`config.mk`:
```
export PLATFORM = sky130hd
export DESIGN_NAME = wash_cycle_ctrl
export DESIGN_NICKNAME = d
export VERILOG_FILES = /design/src/rtl/wash_pkg.sv /design/src/rtl/wash_cycle_ctrl_phase_timer.sv /design/src/rtl/wash_cycle_ctrl.sv
export SDC_FILE = /design/constraint.sdc
export NUM_CORES = 1
export LEC_CHECK = 0
export CELL_PAD_IN_SITES_DETAIL_PLACEMENT = 0
export CELL_PAD_IN_SITES_GLOBAL_PLACEMENT = 1
export CORE_MARGIN = 2
export CORE_UTILIZATION = 41
export CTS_CLUSTER_SIZE = 14
export DETAILED_ROUTE_END_ITERATION = 8
export PLACE_DENSITY_LB_ADDON = 0.1
export SETUP_SLACK_MARGIN = 0.1
export SYNTH_ARGS = -nofsm -noshare
export SYNTH_HDL_FRONTEND = slang
export SYNTH_HIERARCHICAL = 1
export SYNTH_SLANG_ARGS = --single-unit
```
`constraint.sdc`:
```
create_clock -name clk -period 4.47 [get_ports clk]
set_clock_uncertainty 0.1 [all_clocks]
set_input_delay 0.894 -clock clk [delete_from_list [all_inputs] [get_ports clk]]
set_output_delay 0.894 -clock clk [all_outputs]
set_load 0.01 [all_outputs]
```
`src/rtl/wash_pkg.sv`:
```
// Shared state encodings, default phase timings and the phase-length helper
// used by the washing-machine programme sequencer.
package wash_pkg;

    localparam logic [2:0] S_IDLE  = 3'd0;
    localparam logic [2:0] S_FILL  = 3'd1;
    localparam logic [2:0] S_WASH  = 3'd2;
    localparam logic [2:0] S_RINSE = 3'd3;
    localparam logic [2:0] S_SPIN  = 3'd4;

    typedef enum logic [2:0] {
        ST_IDLE  = S_IDLE,
        ST_FILL  = S_FILL,
        ST_WASH  = S_WASH,
        ST_RINSE = S_RINSE,
        ST_SPIN  = S_SPIN
    } state_t;

    localparam int CLK_FREQ_DEF = 4;
    localparam int T_FILL_DEF   = 2;
    localparam int T_WASH_DEF   = 5;
    localparam int T_RINSE_DEF  = 2;
    localparam int T_SPIN_DEF   = 1;

    // Phase length in clock ticks; a zero-length phase still lasts one cycle.
    function automatic logic [7:0] phase_len(input int freq, input int secs);
        logic [7:0] n;
        n = 8'(freq * secs);
        return (n == 8'd0) ? 8'd1 : n;
    endfunction

endpackage

```
`src/rtl/wash_cycle_ctrl_phase_timer.sv`:
```
// Per-phase tick counter: cleared on phase entry, flags the final enabled tick.
module phase_timer (
    input  logic       clk,
    input  logic       reset,
    input  logic       clr,
    input  logic       en,
    input  logic [7:0] len,
    output logic       last
);

    logic [7:0] r_cnt;

    assign last = en && (r_cnt == (len - 8'd1));

    always_ff @(posedge clk or posedge reset) begin
        if (reset) begin
            r_cnt <= 8'd0;
        end else if (clr) begin
            r_cnt <= 8'd0;
        end else if (en) begin
            r_cnt <= r_cnt + 8'd1;
        end
    end

endmodule

```
`src/rtl/wash_cycle_ctrl.sv`:
```
// Washing-machine programme sequencer: FILL -> WASH -> RINSE (-> WASH -> RINSE) -> SPIN,
// with registered valve/motor outputs that switch together with the phase.
module wash_cycle_ctrl
    import wash_pkg::*;
#(
    parameter int CLK_FREQ = CLK_FREQ_DEF,
    parameter int T_FILL   = T_FILL_DEF,
    parameter int T_WASH   = T_WASH_DEF,
    parameter int T_RINSE  = T_RINSE_DEF,
    parameter int T_SPIN   = T_SPIN_DEF
) (
    input  logic       clk,
    input  logic       reset,
    input  logic       coin_in,
    input  logic       double_wash,
    input  logic       door_closed,
    output logic [2:0] state_out,
    output logic       water_valve,
    output logic       drain_valve,
    output logic       motor_on,
    output logic       busy,
    output logic       wash_done
);

    localparam logic [7:0] N_FILL  = phase_len(CLK_FREQ, T_FILL);
    localparam logic [7:0] N_WASH  = phase_len(CLK_FREQ, T_WASH);
    localparam logic [7:0] N_RINSE = phase_len(CLK_FREQ, T_RINSE);
    localparam logic [7:0] N_SPIN  = phase_len(CLK_FREQ, T_SPIN);

    state_t     r_state;
    logic       r_dbl;
    logic       r_water;
    logic       r_drain;
    logic       r_motor;
    logic       r_done;

    state_t     w_next;
    logic       w_start;
    logic       w_en;
    logic       w_clr;
    logic       w_last;
    logic [7:0] w_len;

    assign w_start = (r_state == ST_IDLE) && coin_in && door_closed;

    // An open door only pauses the spin; the other phases ignore the interlock.
    assign w_en  = (r_state != ST_IDLE) && !((r_state == ST_SPIN) && !door_closed);
    assign w_clr = (r_state == ST_IDLE) || w_last;

    always_comb begin
        w_len = 8'd1;
        case (r_state)
            ST_FILL:  w_len = N_FILL;
            ST_WASH:  w_len = N_WASH;
            ST_RINSE: w_len = N_RINSE;
            ST_SPIN:  w_len = N_SPIN;
            default:  w_len = 8'd1;
        endcase
    end

    phase_timer u_timer (
        .clk   (clk),
        .reset (reset),
        .clr   (w_clr),
        .en    (w_en),
        .len   (w_len),
        .last  (w_last)
    );

    always_comb begin
        w_next = r_state;
        case (r_state)
            ST_IDLE:  if (w_start) w_next = ST_FILL;
            ST_FILL:  if (w_last)  w_next = ST_WASH;
            ST_WASH:  if (w_last)  w_next = ST_RINSE;
            ST_RINSE: if (w_last)  w_next = r_dbl ? ST_WASH : ST_SPIN;
            ST_SPIN:  if (w_last)  w_next = ST_IDLE;
            default:               w_next = ST_IDLE;
        endcase
    end

    // Outputs are computed from the next state so they land on the same edge as state_out.
    always_ff @(posedge clk or posedge reset) begin
        if (reset) begin
            r_state <= ST_IDLE;
            r_dbl   <= 1'b0;
            r_water <= 1'b0;
            r_drain <= 1'b0;
            r_motor <= 1'b0;
            r_done  <= 1'b0;
        end else begin
            r_state <= w_next;
            if (w_start) begin
                r_dbl <= double_wash;
            end else if ((r_state == ST_RINSE) && w_last) begin
                r_dbl <= 1'b0;
            end
            r_water <= (w_next == ST_FILL) || (w_next == ST_RINSE);
            r_drain <= (w_next == ST_RINSE) || (w_next == ST_SPIN);
            r_motor <= (w_next == ST_WASH) || (w_next == ST_RINSE) ||
                       ((w_next == ST_SPIN) && door_closed);
            r_done  <= (r_state == ST_SPIN) && (w_next == ST_IDLE);
        end
    end

    assign state_out   = r_state;
    assign busy        = (r_state != ST_IDLE);
    assign water_valve = r_water;
    assign drain_valve = r_drain;
    assign motor_on    = r_motor;
    assign wash_done   = r_done;

endmodule

```
## Word-level counts from Yosys, hierarchy flattened

Index checks and enable logic that the tools add are counted.
W data, S select, Z words.

- Flip-flop bits (word level): 16
- Input port bits: 5
- Output and inout port bits: 8
- Word-level logic and storage cells: 51

- Add/subtract/negate cells: 2
- Eq/ne operators: 9
- Mux-type cells: 12
- Reduce and logical (&&, ||, !) cells: 21

Operator list:

| operator | count |
|---|---|
| $mux W3 | 6 |
| $mux W8 | 2 |
| $pmux W3 S5 | 1 |
| $pmux W5 S3 | 1 |
| $eq A3 B2 Y1 const B | 4 |
| $add A8 B1 Y8 const B | 1 |
| $eq A8 B8 Y1 | 1 |
| $logic_and A1 B1 Y1 | 8 |
| $eq A3 B1 Y1 const B | 2 |
| $eq A3 B3 Y1 const B | 2 |
| $logic_not A3 Y1 | 2 |
| $sub A5 B1 Y6 const B | 1 |
| $logic_or A1 B1 Y1 | 5 |
| $reduce_bool A2 Y1 | 2 |
| $reduce_bool A3 Y1 | 1 |
| $logic_not A1 Y1 | 2 |
| $mux W1 | 2 |
| $reduce_or A2 Y1 | 1 |

## Depth between registers and ports, before layout

- Word-level depth: 11
- Gate-level depth with buffers: 15
- Mapped depth without buffers: 14

## By module

Netlist, hierarchy kept.

By module, submodules not included:

| module | times used | cells each | area an instance (um^2) | sequential area each (um^2) |
|---|---|---|---|---|
| phase_timer | 1 | 70 | 625.6 | 200.2 |
| wash_cycle_ctrl | 1 | 50 | 424.2 | 200.2 |

## Worst setup path before layout

OpenSTA, ideal clock, no wires.

- Path type: reg2reg
- Start: register r_state[1] (netlist: state_out[1])
- End: register u_timer.r_cnt[6]
- Library setup time: 0.078 ns
- Data arrival time: 3.569 ns
- Required time: 4.292 ns
- Setup slack: 0.723 ns
- Cell stages (with the launch flop): 15
- Path buffers: 1
- Clock period less this slack: 3.747 ns
- Cell sequence: dfrtp_1 nor3_1 inv_1 nand2_1 inv_1 ha_1 nor3b_2 xnor2_1 or4_1 a211oi_1 nand2b_1 clkbuf_1 o2111ai_1 or3_1 a21oi_1

- Elaborated cells on any way between the ends: 17
- Classes of those cells: 1 x add/sub; 5 x eq/ne; 2 x mux; 9 x reduce/logical

RTL lines:

| element | RTL line | RTL |
|---|---|---|
| start, declared | wash_cycle_ctrl.sv:30 | `state_t r_state;` |
| start signal, assigned | wash_cycle_ctrl.sv:92 | `r_state <= w_next;` |
| $reduce_bool A3 Y1 (*) | n/a |  |
| named net busy | wash_cycle_ctrl.sv:21 | `output logic busy,` |
| $logic_and A1 B1 Y1 (*) | wash_cycle_ctrl.sv:47 | `assign w_en = (r_state != ST_IDLE) && !((r_state == ST_SPIN) && !door_closed);` |
| $logic_and A1 B1 Y1 (*) | wash_cycle_ctrl_phase_timer.sv:13 | `assign last = en && (r_cnt == (len - 8'd1));` |
| named net w_last | wash_cycle_ctrl.sv:41 | `logic w_last;` |
| $logic_or A1 B1 Y1 (*) | wash_cycle_ctrl.sv:48 | `assign w_clr = (r_state == ST_IDLE) \|\| w_last;` |
| named net w_clr | wash_cycle_ctrl.sv:40 | `logic w_clr;` |
| $mux W8 / $reduce_bool A2 Y1 (equally long branches) | n/a |  |
| end signal, assigned | wash_cycle_ctrl_phase_timer.sv:21 | `r_cnt <= r_cnt + 8'd1;` |
| end, declared | wash_cycle_ctrl_phase_timer.sv:11 | `logic [7:0] r_cnt;` |

Mark *: on every way through the listed nets, which the timed path passes. The rest lies on a longest branch.
A chain may end at the register's enable or synchronous reset.

## Worst setup path in the final report

- Start: register r_state[0] (netlist: state_out[0])
- End: register u_timer.r_cnt[6]

- Longest elaborated chain between the ends: 8
- Elaborated cells on any way between the ends: 17
- Classes of those cells: 1 x add/sub; 5 x eq/ne; 2 x mux; 9 x reduce/logical

Ends and longest elaborated chain:

| element | RTL line | RTL |
|---|---|---|
| $eq A3 B2 Y1 / $eq A3 B1 Y1 (equally long branches) | wash_cycle_ctrl.sv:52 | `case (r_state)` |
| $reduce_or A2 Y1 (no line) | n/a |  |
| $pmux W5 S3 (*) | wash_cycle_ctrl.sv:52 |  |
| named net w_len[0] | wash_cycle_ctrl.sv:42 | `logic [7:0] w_len;` |
| $sub A5 B1 Y6 (*) | wash_cycle_ctrl_phase_timer.sv:13 |  |
| $eq A8 B8 Y1 (*) | wash_cycle_ctrl_phase_timer.sv:13 |  |
| $logic_and A1 B1 Y1 (*) | wash_cycle_ctrl_phase_timer.sv:13 |  |
| named net w_last | wash_cycle_ctrl.sv:41 |  |
| $logic_or A1 B1 Y1 (*) | wash_cycle_ctrl.sv:48 |  |
| named net w_clr | wash_cycle_ctrl.sv:40 |  |
| $mux W8 / $reduce_bool A2 Y1 (equally long branches) | n/a |  |

Marks and branches as above.

==> summary.log <==
qor: worst_setup_path.worst_path_dominant_cell_family simple AND/OR/NAND/NOR gates
qor: floorplanning.coreArea 2450 um2
qor: yosys.synthesis.instances 120
qor: yosys.ys_warn_count 6
qor: worst_setup_path.timing.critical_path.buf_inv 3
qor: route.wire_per_inst 11.4 um
qor: finish.num-nets-final 153
qor: clock_network.tritoncts_clock_tree yes
qor: global_route.wire_length_of_the_first_global_routing_pass 3440 um
qor: yosys.synth.lib_cells_used.distinct 37
qor: timing.fmaxAchievable 252 MHz
qor: worst_setup_path.startpoint_type_of_the_worst_setup_path register
qor: worst_setup_path.cpPeakStageDelay 0.55 ns
qor: route.detail_route.drc_violations 0
qor: timing.finalSetupViolations 0
qor: power.vdd_ir_drop_max 0.340 mV
qor: timing.setup_tns 0 ns
qor: clock_network.post_cts.repair.setup_buffers 0
qor: timing.hold_slack 0.449 ns
qor: timing.setup_repair_after_global_routing_missed_its_margin false
qor: global_route.grt_pass1_vias 756
qor: worst_setup_path.worst-endpoint-arrival 4.07 ns
qor: run_status.result_of_the_run completed
qor: global_route.gr-total-overflow 0
qor: finish.fillerInstances 237
qor: timing.timing.final.ws_setup 0.499 ns
qor: route.first_pass_iters 4
qor: worst_setup_path.crit_path_frequent_cell inv_1
qor: route.drt_wl_total 2000 um
qor: worst_setup_path.crit_slowest_cell dfrtp_1
qor: finish.antenna-diode-count 0
qor: worst_setup_path.critical_path.endpoint_type register
qor: global_route.antenna_found_initial 0
qor: route.num_vias 848
qor: floorplanning.die_boundary_height 54.6 um
qor: route.detail_route_antenna_nets 0
qor: power.design_power_total 0.000626 W
qor: timing.fin_crit 3.97 ns
qor: timing.post-route-period-util 88.8%
qor: yosys.yosysMostFrequentCell dfrtp_1
qor: floorplanning.initial_utilization 42.8%
qor: yosys.synth_seq_cells 16
qor: floorplanning.dieArea 2980 um2
qor: power.total_power_density_per_cell_area 491 nW/um2
qor: clock_network.clk_root_buffer_cell clkbuf_4
qor: floorplanning.die-width 54.6 um
qor: global_route.grt_start_max_net_pins 16
qor: yosys.synthTopCellsByArea dfrtp_1 38%, xnor2_1 10%, nor2_1 4.6%
qor: route.drt_iter0_markers 8
qor: clock_network.post_cts.resized_instances 0
qor: yosys.yosys.area.top_type_share 38.1%
qor: floorplanning.io_pins 13
qor: worst_setup_path.biggest_fanout_along_the_worst_timing_path 15
qor: clock_network.post_cts_hold_buffer_count 0
qor: route.drt-vias-per-instance 4.85
qor: clock_network.clk_lat_worst_skew 0.28 ns
qor: clock_network.clk_path_buf_depth 2
qor: finish.area_of_the_multi_input_gates 648 um2
qor: global_route.grt_usage 16.3%
qor: yosys.post-synth-top-area-cell dfrtp_1
qor: yosys.synth_seq_area_share 38.1%
qor: worst_setup_path.crit_chain nor3_1, inv_1, nand2_1, inv_1, ha_1, nor3b_2, xnor2_1, or4_1, a211oi_1, buf_4, nand2b_1, o2111ai_1, or3_1, a21oi_1
qor: power.power_leakage 0.541 nW
qor: timing.final-hold-violation-count 0
qor: yosys.yosys_most_used_dff dfrtp_1
qor: yosys.synth_commonest_cells 16 x dfrtp_1, 13 x nor2_1, 12 x xnor2_1, 9 x nand2_1, 7 x inv_1
qor: finish.layout-drive-gt1-share 6.21%
qor: yosys.synthesis.area_per_instance 8.75 um2
qor: run.max-cap-violations 0
qor: yosys.postSynth.asyncResetShare 100%
qor: place.port_buffers 12
qor: place.detailedPlacementHpwl 1530 um
qor: worst_setup_path.kind_of_critical_path register to register
qor: timing.slew_violations 0
qor: worst_setup_path.crit_required 4.57 ns
qor: clock_network.cts.clk_slew.worst_paths 0.10 ns
qor: finish.area_growth 21.6%
qor: place.weighted_congestion_at_the_end_of_routability_driven_global_placement 0.777
qor: floorplanning.rows 18
qor: clock_network.clock-sinks 16
qor: yosys.post_synth_instance_area 1050 um2
qor: clock_network.h_tree_levels 1
qor: yosys.synth_enable_flop_cells 0
qor: finish.sequential_cell_area 400 um2
qor: place.pre_cts_ws 0.446 ns
qor: min_path.holdCritPathClass register to register
qor: clock_network.cts_inserted_buffers 3
[area by class of cell]
cell class | count | area share (%)
Clock buffer | 4 | 2.84
Multi-Input combinational cell | 105 | 50.8
Timing Repair Buffer | 13 | 10.0
Inverter | 7 | 2.06
Sequential cell | 16 | 31.4
Tap cell | 30 | 2.94
[logic make-up (layout without fill, tap and decap cells)]
group	after synthesis	after routing	share of synthesized area [%]
flip-flops	16	16	38.1
buffers and inverters	11	24	4.41
AO/OA/AOI/OAI	22	22	13.5
XOR/XNOR	17	17	14.2
AND/OR/NAND/NOR	50	50	26.1
adder cells (fa/ha/maj)	2	2	2.38
multiplexers	1	1	0.954
other	1	13	0.357
[sequential cells by signal, indices dropped and copies added (netlist names)]
name,count
drain_valve,1
motor_on,1
r_dbl,1
state_out,3
u_timer/r_cnt,8
wash_done,1
water_valve,1
[where the power goes]
| group | switching [W] | total (W) | internal [W] |
|---|---|---|---|
| clock network | 0.0000446 | 0.0000942 | 0.0000495 |
| logic | 0.000127 | 0.000267 | 0.000139 |
| registers | 0.0000709 | 0.000265 | 0.000194 |
[path summary, 6_finish.rpt]
kind / slack (ns) / cells after the start / end / from
min in group asynchronous: 0.76 / 2 / u_timer/r_cnt[1] / reset
setup reg to reg: 0.50 / 14 / u_timer/r_cnt[6] / state_out[0]
hold / removal: 0.45 / 1 / state_out[2] / r_dbl
max in group asynchronous: 3.27 / 2 / u_timer/r_cnt[6] / reset
hold reg to reg: 0.45 / 1 / state_out[2] / r_dbl
setup / recovery: 0.50 / 14 / u_timer/r_cnt[6] / state_out[0]
[layout by cell type (no fill, tap or decap), types with 5 or more instances in the layout]
| cell | n |
|---|---|
| dfrtp_1 | 16 |
| nor2_1 | 13 |
| conb_1 | 13 |
| clkdlybuf4s50_1 | 12 |
| xnor2_1 | 12 |
| nand2_1 | 9 |
| inv_1 | 7 |
| nor3_1 | 5 |
| xor2_1 | 5 |
[through the flow]
step / std cells / utilization, % / area (um2)
after floorplan: 132 / - / 1090
after global placement: 171 / 50.5 / 1240
after detailed placement: 171 / 50.5 / 1240
after CTS: 175 / 52.0 / 1280
after global routing: 175 / 52.0 / 1280
final: 175 / 52.0 / 1280
[layer usage]
| metal | track usage [%] | vias up | share of wire, % |
|---|---|---|---|
| met3 | 3.28 | 2 | 2.6 |
| met4 | 6.67 | 0 | 1.0 |
| li1 | - | 453 | - |
| met1 | 23.7 | 383 | 52 |
| met5 | 0 | - | 0 |
| met2 | 23.4 | 10 | 45 |
Power figures use the tool's default switching activity.
